<file path="config.mk">
export PLATFORM = sky130hd
export DESIGN_NAME = ps2_key_decoder
export DESIGN_NICKNAME = d
export VERILOG_FILES = /design/src/rtl/ps2_key_decoder.sv
export SDC_FILE = /design/constraint.sdc
export NUM_CORES = 1
export LEC_CHECK = 0
export ABC_AREA = 1
export CORE_MARGIN = 4
export CORE_UTILIZATION = 30
export DETAILED_ROUTE_END_ITERATION = 10
export GPL_ROUTABILITY_DRIVEN = 0
export MAX_ROUTING_LAYER = met4
export PLACE_DENSITY = 0.59
export SLEW_MARGIN = 20
export SYNTH_ARGS = -nofsm -noshare
export SYNTH_HDL_FRONTEND = slang
export SYNTH_SLANG_ARGS = --single-unit
</file>
<file path="constraint.sdc">
create_clock -name clk -period 1.8 [get_ports clk]
set_input_delay 0.18 -clock clk [delete_from_list [all_inputs] [get_ports clk]]
set_output_delay 0.18 -clock clk [all_outputs]
set_load 0.03 [all_outputs]
</file>
<file path="src/rtl/ps2_key_decoder.sv">
// PS/2 keyboard receive path: pin conditioning, 11-bit deframing with
// parity/stop/timeout checking, and scan-code set 2 decoding of digits and WASD.
module ps2_key_decoder #(
  parameter int unsigned FILTER_LEN     = 4,
  parameter int unsigned TIMEOUT_CYCLES = 5000
) (
  input  logic       clk,
  input  logic       reset,
  input  logic       ps2_clk,
  input  logic       ps2_data,
  output logic [7:0] scan_code,
  output logic       code_valid,
  output logic       frame_err,
  output logic [4:0] numbers,
  output logic       num_valid,
  output logic [3:0] dir_held,
  output logic [2:0] directions
);

  localparam int unsigned FW = $clog2(FILTER_LEN + 1);
  localparam int unsigned TW = $clog2(TIMEOUT_CYCLES + 1);

  localparam logic [7:0] CODE_BRK = 8'hF0;
  localparam logic [7:0] CODE_EXT = 8'hE0;
  localparam logic [4:0] NO_DIGIT = 5'b11111;

  typedef enum logic [1:0] {IDLE, RECV, CHECK} state_t;

  // Index 0 carries ps2_clk, index 1 carries ps2_data.
  logic [1:0]    sync1, sync2, filt;
  logic [FW-1:0] fcnt [2];
  logic          clk_flip;
  logic          fall;
  logic          rx_bit;

  state_t        state, state_nxt;
  logic [3:0]    bitcnt;
  logic [TW-1:0] tcnt;
  logic [9:0]    shreg;
  logic          timeout;
  logic          good_c, bad_c;
  logic          brk, ext;
  logic [7:0]    code;
  logic [4:0]    digit;
  logic [3:0]    dir_bit;

  assign clk_flip = (sync2[0] != filt[0]) && (fcnt[0] == FW'(FILTER_LEN - 1));
  assign rx_bit   = filt[1];
  assign timeout  = (state == RECV) && !fall && (tcnt == TW'(TIMEOUT_CYCLES));
  assign code     = shreg[7:0];

  // Scan-code set 2 digit lookup; NO_DIGIT for anything else.
  function automatic logic [4:0] digit_of(input logic [7:0] c);
    case (c)
      8'h45:   digit_of = 5'd0;
      8'h16:   digit_of = 5'd1;
      8'h1E:   digit_of = 5'd2;
      8'h26:   digit_of = 5'd3;
      8'h25:   digit_of = 5'd4;
      8'h2E:   digit_of = 5'd5;
      8'h36:   digit_of = 5'd6;
      8'h3D:   digit_of = 5'd7;
      8'h3E:   digit_of = 5'd8;
      8'h46:   digit_of = 5'd9;
      default: digit_of = NO_DIGIT;
    endcase
  endfunction

  // Held-mask bit for W/A/S/D; zero for other codes.
  function automatic logic [3:0] dir_of(input logic [7:0] c);
    case (c)
      8'h1D:   dir_of = 4'b1000;
      8'h1C:   dir_of = 4'b0100;
      8'h1B:   dir_of = 4'b0010;
      8'h23:   dir_of = 4'b0001;
      default: dir_of = 4'b0000;
    endcase
  endfunction

  assign digit   = digit_of(code);
  assign dir_bit = dir_of(code);

  // Two-flop synchronisers followed by a run-length glitch filter on each pin.
  always_ff @(posedge clk) begin
    if (reset) begin
      sync1   <= 2'b11;
      sync2   <= 2'b11;
      filt    <= 2'b11;
      fcnt[0] <= '0;
      fcnt[1] <= '0;
    end else begin
      sync1 <= {ps2_data, ps2_clk};
      sync2 <= sync1;
      for (int i = 0; i < 2; i++) begin
        if (sync2[i] == filt[i]) begin
          fcnt[i] <= '0;
        end else if (fcnt[i] == FW'(FILTER_LEN - 1)) begin
          filt[i] <= ~filt[i];
          fcnt[i] <= '0;
        end else begin
          fcnt[i] <= fcnt[i] + FW'(1);
        end
      end
    end
  end

  // One-cycle strobe when the filtered clock goes from high to low.
  always_ff @(posedge clk) begin
    if (reset) fall <= 1'b0;
    else       fall <= clk_flip && filt[0];
  end

  // Receiver state register.
  always_ff @(posedge clk) begin
    if (reset) state <= IDLE;
    else       state <= state_nxt;
  end

  // Receiver next-state logic.
  always_comb begin
    state_nxt = state;
    case (state)
      IDLE:    if (fall && !rx_bit) state_nxt = RECV;
      RECV: begin
        if (fall && (bitcnt == 4'd10)) state_nxt = CHECK;
        else if (timeout)              state_nxt = IDLE;
      end
      CHECK:   state_nxt = IDLE;
      default: state_nxt = IDLE;
    endcase
  end

  // Receiver outputs: frame verdict in CHECK, abort strobe on timeout.
  always_comb begin
    good_c = 1'b0;
    bad_c  = 1'b0;
    case (state)
      CHECK: begin
        if ((^shreg[8:0]) && shreg[9]) good_c = 1'b1;
        else                           bad_c  = 1'b1;
      end
      RECV:    bad_c = timeout;
      default: ;
    endcase
  end

  // Bit counter, inactivity counter and LSB-first shift register.
  always_ff @(posedge clk) begin
    if (reset) begin
      bitcnt <= '0;
      tcnt   <= '0;
      shreg  <= '0;
    end else begin
      case (state)
        IDLE: begin
          tcnt <= '0;
          if (fall && !rx_bit) bitcnt <= 4'd1;
        end
        RECV: begin
          if (fall) begin
            shreg  <= {rx_bit, shreg[9:1]};
            bitcnt <= bitcnt + 4'd1;
            tcnt   <= '0;
          end else if (timeout) begin
            tcnt <= '0;
          end else begin
            tcnt <= tcnt + TW'(1);
          end
        end
        default: begin
          bitcnt <= '0;
          tcnt   <= '0;
        end
      endcase
    end
  end

  // Byte decoder: prefix flags, digit capture and held-key mask.
  always_ff @(posedge clk) begin
    if (reset) begin
      scan_code  <= 8'h00;
      code_valid <= 1'b0;
      frame_err  <= 1'b0;
      numbers    <= NO_DIGIT;
      num_valid  <= 1'b0;
      dir_held   <= 4'b0000;
      brk        <= 1'b0;
      ext        <= 1'b0;
    end else begin
      code_valid <= good_c;
      frame_err  <= bad_c;
      num_valid  <= 1'b0;
      if (bad_c) begin
        brk <= 1'b0;
        ext <= 1'b0;
      end else if (good_c) begin
        scan_code <= code;
        if (code == CODE_BRK) begin
          brk <= 1'b1;
        end else if (code == CODE_EXT) begin
          ext <= 1'b1;
        end else if (ext) begin
          brk <= 1'b0;
          ext <= 1'b0;
        end else if (brk) begin
          dir_held <= dir_held & ~dir_bit;
          brk      <= 1'b0;
        end else begin
          if (digit != NO_DIGIT) begin
            numbers   <= digit;
            num_valid <= 1'b1;
          end
          dir_held <= dir_held | dir_bit;
        end
      end
    end
  end

  // Direction code from the held mask, priority W > S > A > D.
  always_ff @(posedge clk) begin
    if (reset)            directions <= 3'b111;
    else if (dir_held[3]) directions <= 3'b001;
    else if (dir_held[1]) directions <= 3'b011;
    else if (dir_held[2]) directions <= 3'b100;
    else if (dir_held[0]) directions <= 3'b010;
    else                  directions <= 3'b111;
  end

endmodule

</file>
==> results.py <==
metrics = {
    "run_status": {
        "violations": "setup timing",
        "status": "complete, but fails checks",
    },
    "pwr": {
        "peakVddDrop_v": 0.000357,
        "pwr-share-clk": 0.382,
        "seq_power_share": 0.486,
        "power.internal_mw": 2.37,
        "leakagePower_nw": 1.68,
        "p_per_area_nw_per_um2": 757,
        "p_sw_frac": 0.265,
        "pwr-share-comb": 0.132,
        "p_switching_mw": 0.857,
        "finalPower_mw": 3.23,
    },
    "timing": {
        "hold_ws_ns": 0.404,
        "setup_slack_ns": -0.0152,
        "max_freq_ghz": 0.551,
        "fin_skew_ns": 0.00980,
        "finalMaxSlewViolations": 0,
        "setup_viol": 2,
        "finalHoldViolations": 0,
        "rsz0062_at_grt": "true",
        "fin_crit_sh": 1.01,
        "fin_crit_ns": 1.82,
    },
    "die": {
        "dieArea_um2": 12400,
        "rows": 37,
        "fp.coreArea_um2": 10400,
        "die_w_um": 112,
        "die_y_um": 112,
        "pin_count": 27,
        "start_util": 0.310,
    },
    "synthesis": {
        "synth_compound_area_frac": 0.128,
        "ys_types": 37,
        "synthFlopType": "dfxtp_1",
        "muxShareOfSynthArea": 0,
        "netlist_area_um2": 3220,
        "synth_edf_count": 6,
        "synth_cells": 394,
        "post_synth_xor_area_fraction": 0.0191,
        "yosys-top-cells-area": "dfxtp_1 38%, ha_1 10%, nand2_1 6.4%, nor2_1 6.4%, a21oi_1 5.6%",
        "async_reset_ff_frac": 0,
        "yosys_warnings": 0,
        "synth_top_area_share": 0.379,
        "ys_seq_area_frac": 0.435,
        "ys_ff_latch": 67,
        "syn-mean-instance-area_um2": 8.17,
        "synth_top_family_by_area": "simple AND/OR/NAND/NOR gates",
        "synth-simple-area-share": 0.247,
        "synth_top_area_cell": "dfxtp_1",
        "yosys.area_share.adder": 0.101,
    },
    "worst_setup_path": {
        "cp.arrival_ns": 2.05,
        "cp-end-kind": "flop",
        "r2r_cells": 13,
        "startpoint_type": "flop",
        "reg2reg_from": "shreg[6]$_SDFFE_PP0P_",
        "path_max_fanout": 8,
        "required_ns": 2.04,
        "r2r_setup_slack_ns": -0.02,
        "path_class": "reg -> reg",
    },
    "final_layout": {
        "fin_cells": 604,
        "fill_cells": 1057,
        "mostFrequentLayoutCells": "55 x dfxtp_1, 51 x nor2_1, 45 x nand2_1, 36 x inv_1, 33 x buf_4",
        "layout.nets": 493,
        "fin_util": 0.412,
        "areaGrowthSynthToFinish_pct": 32.6,
        "final_common_cell": "dfxtp_1",
        "drive_gt1_frac": 0.269,
        "antenna_cells": 0,
        "regArea_um2": 1410,
        "multi_input_area_um2": 1800,
    },
    "run": {
        "cap_violations": 0,
    },
    "global_routing": {
        "antenna_found_initial": 0,
        "grt_pass1_vias": 2661,
        "grt_pass1_wl_um": 11600,
        "grt_usage": 0.115,
        "grt_start_max_net_pins": 25,
        "grt-ovfl-total": 0,
    },
    "placed_design": {
        "pre_cts_slack_ns": -0.0684,
        "dp_hpwl_um": 4940,
        "port_buffers": 26,
        "place_inst": 586,
    },
    "detailed_routing": {
        "wire_per_inst_um": 11.3,
        "route.detailed.drc": 0,
        "drt-total-wl_um": 6830,
        "initialDrtViolationCount": 109,
        "ant_nets": 0,
        "via_per_inst": 4.50,
        "vias": 2717,
        "drtPass1Iterations": 4,
    },
    "hold_path": {
        "holdCritStartpoint": "ps2_clk",
        "hold-path-cell-count": 2,
        "whs_endpoint": "sync1[0]$_SDFF_PP1_",
        "worstHoldPathType": "in -> reg",
    },
    "cts": {
        "root_buffer": "clkbuf_8",
        "cts_sinks": 67,
        "cts_made_buffers": 9,
        "clk_pin_slew_ns": 0.07,
        "htree_num_levels": 3,
        "clk-insertion-delay-late_ns": 0.34,
        "holdBufCountCts": 0,
        "max-clock-path-buffers": 2,
        "cts_tree": "done",
    },
}
-- layout make-up --
cell class / count / area share
multi-input cells: 279 / 0.423
flip-flops and latches: 67 / 0.330
repair buffers: 60 / 0.122
inverters: 46 / 0.0405
well taps: 136 / 0.0399
clock buffers: 11 / 0.0331
clock inverters: 5 / 0.0120
-- worst max-delay path by stage --
stage	slack (ns)	to	depth (start not counted)	startpoint
6_report	-0.02	flop	13	shreg[6]$_SDFFE_PP0P_
4_1_cts	-0.03	flop	13	shreg[6]$_SDFFE_PP0P_
2_1_floorplan	0.02	scan_code[0]$_SDFFE_PP0P_	11	shreg[4]$_SDFFE_PP0P_
5_1_grt	-0.13	flop	13	shreg[6]$_SDFFE_PP0P_
3_5_place_dp	-0.07	scan_code[6]$_SDFFE_PP0P_	11	shreg[1]$_SDFFE_PP0P_
3_3_place_gp	-0.03	scan_code[6]$_SDFFE_PP0P_	11	shreg[0]$_SDFFE_PP0P_
-- layer usage --
metal / up-vias / GRT usage / part of all wire
li1: 1423 / - / -
met1: 1256 / 0.130 / 0.44
met2: 31 / 0.201 / 0.51
met3: 7 / 0.0315 / 0.037
met4: 0 / 0.0300 / 0.0091
met5: - / - / 0
-- logic make-up after synthesis --
logic type                 after synthesis
DFF                                     67
and+or+nand+nor                        167
adders and majority gates               26
buffers and inverters                   54
AOI/OAI and AO/OA                       72
xor gates and xnor gates                 7
other                                    1
-- synth_stat cells, types with 5 or more instances --
cell	number
a21oi_1	36
nand2_1	55
clkbuf_1	6
nor2_2	7
dfxtp_1	61
o21ai_0	23
edfxtp_1	6
nand3_1	21
a211oi_1	5
ha_1	26
inv_1	42
nor2_1	55
-- critical path, cell delays in order, from the launching register on --
cell	delay, ns
dfxtp_2	0.34
inv_2	0.05
ha_4	0.26
inv_2	0.03
nand2_2	0.07
nand3_2	0.09
nand3_2	0.09
nand2_2	0.07
nor2_4	0.13
o211ai_4	0.15
nor2_4	0.22
nand3_1	0.10
nand2_1	0.08
nor2_1	0.04
-- power by group through the flow --
| stage | registers (mW) | clock network [mW] | logic (mW) |
|---|---|---|---|
| floorplan | 1.60 | 0 | 0.271 |
| global placement | 1.60 | 0 | 0.390 |
| detailed placement | 1.60 | 0 | 0.394 |
| CTS | 1.57 | 1.29 | 0.414 |
| global route | 1.58 | 1.34 | 0.490 |
| finish | 1.57 | 1.24 | 0.425 |
-- through the flow --
step	TNS [ns]	area [um2]
after floorplan	0	3280
after global placement	-0.241	3910
after detailed placement	-0.737	3910
after CTS	-0.0530	4190
after global routing	-1.57	4270
final	-0.0218	4270
-- what timing repair did --
action / CTS / global route
pin swaps: 8 / 7
gates resized for setup: 18 / 23
gates cloned: 1 / 0
setup endpoints to repair: 17 / 22
buffers inserted: 1 / 0
-- registers in the layout, summed over array words and instances (netlist names), 3 cells and up, named ones only --
| name | count |
|---|---|
| fcnt | 6 |
| shreg | 10 |
| scan_code | 8 |
| bitcnt | 4 |
| numbers | 5 |
| directions | 3 |
| tcnt | 13 |
(Power assumes the default switching activity.)
==> variant, RTL diff (same flow settings) <==
Change the parameter `TIMEOUT_CYCLES` from 5000 to 20000.
--- a/src/rtl/ps2_key_decoder.sv
+++ b/src/rtl/ps2_key_decoder.sv
@@ -3,5 +3,5 @@
 module ps2_key_decoder #(
   parameter int unsigned FILTER_LEN     = 4,
-  parameter int unsigned TIMEOUT_CYCLES = 5000
+  parameter int unsigned TIMEOUT_CYCLES = 20000
 ) (
   input  logic       clk,
Formal check against the unedited RTL: same outputs for any inputs over 10 cycles, from zero or initial values and one cycle with reset high; that may be too few to reach the edited logic, so the function may still have changed.
==> variant against the original RTL <==
  * The run still ends with setup timing left
  * Global-route usage rose by 0.43 points
  * Sequential share of layout area grew 0.21 points
  * Largest cell class unchanged
  * Cell area rose by 2.2%
  * Worst setup slack lost 0.046 ns
  * Count of clock-buffer cells in the layout grew 2
  * Routed wire length rose by 4.2%
  * Maximum frequency shrank 2.5%
  * Power up 0.57%
  * Largest power group unchanged
  * Utilization increased by 0.53 points
  * Clock skew fell by 0.0036 ns
  * Sequential cell count grew 2
  * Via count grew 4.2%
  * Synthesized area grew 1.0%
==> variant: results (changes against the original RTL) <==
Logic pwr share: 13.0% (-0.2 points)
Worst Skew: 0.00625 ns (-0.00356 ns)
Largest net degree at the start of global routing: 23 (-8.0%)
Power Total: 3.25 mW (+0.57%)
Top cells by area, synth: dfxtp_1 (39%), ha_1 (10%), nand2_1 (7.2%)
Yosys top cell area share: 38.8% (+0.84 points)
Post-synth top cells: dfxtp_1 (63), nand2_1 (62), nor2_1 (60)
Non-clk invs: 54 (+17%)
Clock network area share: 4.22% (-0.30 points)
Final setup margin: -0.0609 ns (-0.0457 ns)
Clock buffers: 13 (+2)
Ratio of cells with drive above 1 in the final layout: 23.0% (-4.0 points)
Area of the multi-input gates: 1800 sq um (-0.49%)
Sw Pwr: 825 uW (-3.7%)
Post-synthesis cell count: 418 (+6.1%)
Fillers: 1,090 (+3.1%)
Outcome: finished with violations
Complex-gate fraction of the synthesized area: 12.9% (+0.098 points)
Number of global-route vias before repair: 2,791 (+4.9%)
Post-route setup TNS: -0.445 ns (-0.423 ns)
Total wire length: 7120 microns (+4.2%)
Yosys cell types: 31 (-16%)
Final-layout non-clock buffer area share: 12.9% (+0.68 points)
Failing checks: setup timing
Reg2reg start: shreg[5]
Final Instance Count excl. Fillers: 628 (+4.0%)
Leak: 1.75 nW (+4.4%)
First-pass GRT wire length: 12,100 microns (+4.3%)
Place WS: -0.0646 ns (+0.00386 ns)
Placed insts: 609 (+3.9%)
Xor and xnor area share after synthesis: 1.08% (-0.83 points)
DP Area: 3960 sq um (+1.2%)
Max VDD drop: 0.000355 V (-0.46%)
Final setup violation count: 15 (+13)
Sequential cell area share: 33.2% (+0.21 points)
Multi-input gates: 292 (+4.7%)
Crit path DAT: 2.09 ns (+0.04 ns)
Final Net Count: 518 (+5.1%)
Largest regs: tcnt x15, shreg x10, scan_code x8
Dpl hpwl: 5170 microns (+4.8%)
Buffers outside the clock class: 62 (+3.3%)
[variant: cell types whose count changed after synthesis, moves of 4 or more]
cell and delta:
a211oi_1 -4, a21oi_1 +9, inv_1 +8, nand2_1 +7, nand4_1 +5, nor2_1 +5
[variant: per-layer routing]
| metal | global-route usage (%) | share of wire [%] | vias to the layer above | wire length, microns |
|---|---|---|---|---|
| met5 | - | 0 | - | 0 |
| met4 | 4.09 | 0.94 | 0 | 67 |
| met3 | 2.96 | 3.2 | 4 | 225 |
| met2 | 21.5 | 52 | 32 | 3670 |
| met1 | 12.8 | 44 | 1308 | 3150 |
| li1 | - | - | 1488 | - |
[variant: how the worst max path moves through the flow]
stage	startpoint	end	slack, ns	cells past startpoint
after floorplan	shreg[0]	scan_code[0]	0.01	10
after CTS	shreg[1]	flop	0.0009	11
after detailed placement	shreg[4]	flop	-0.06	14
final	shreg[5]	flop	-0.06	13
after global placement	shreg[4]	flop	0.02	14
after global routing	shreg[5]	flop	-0.14	13
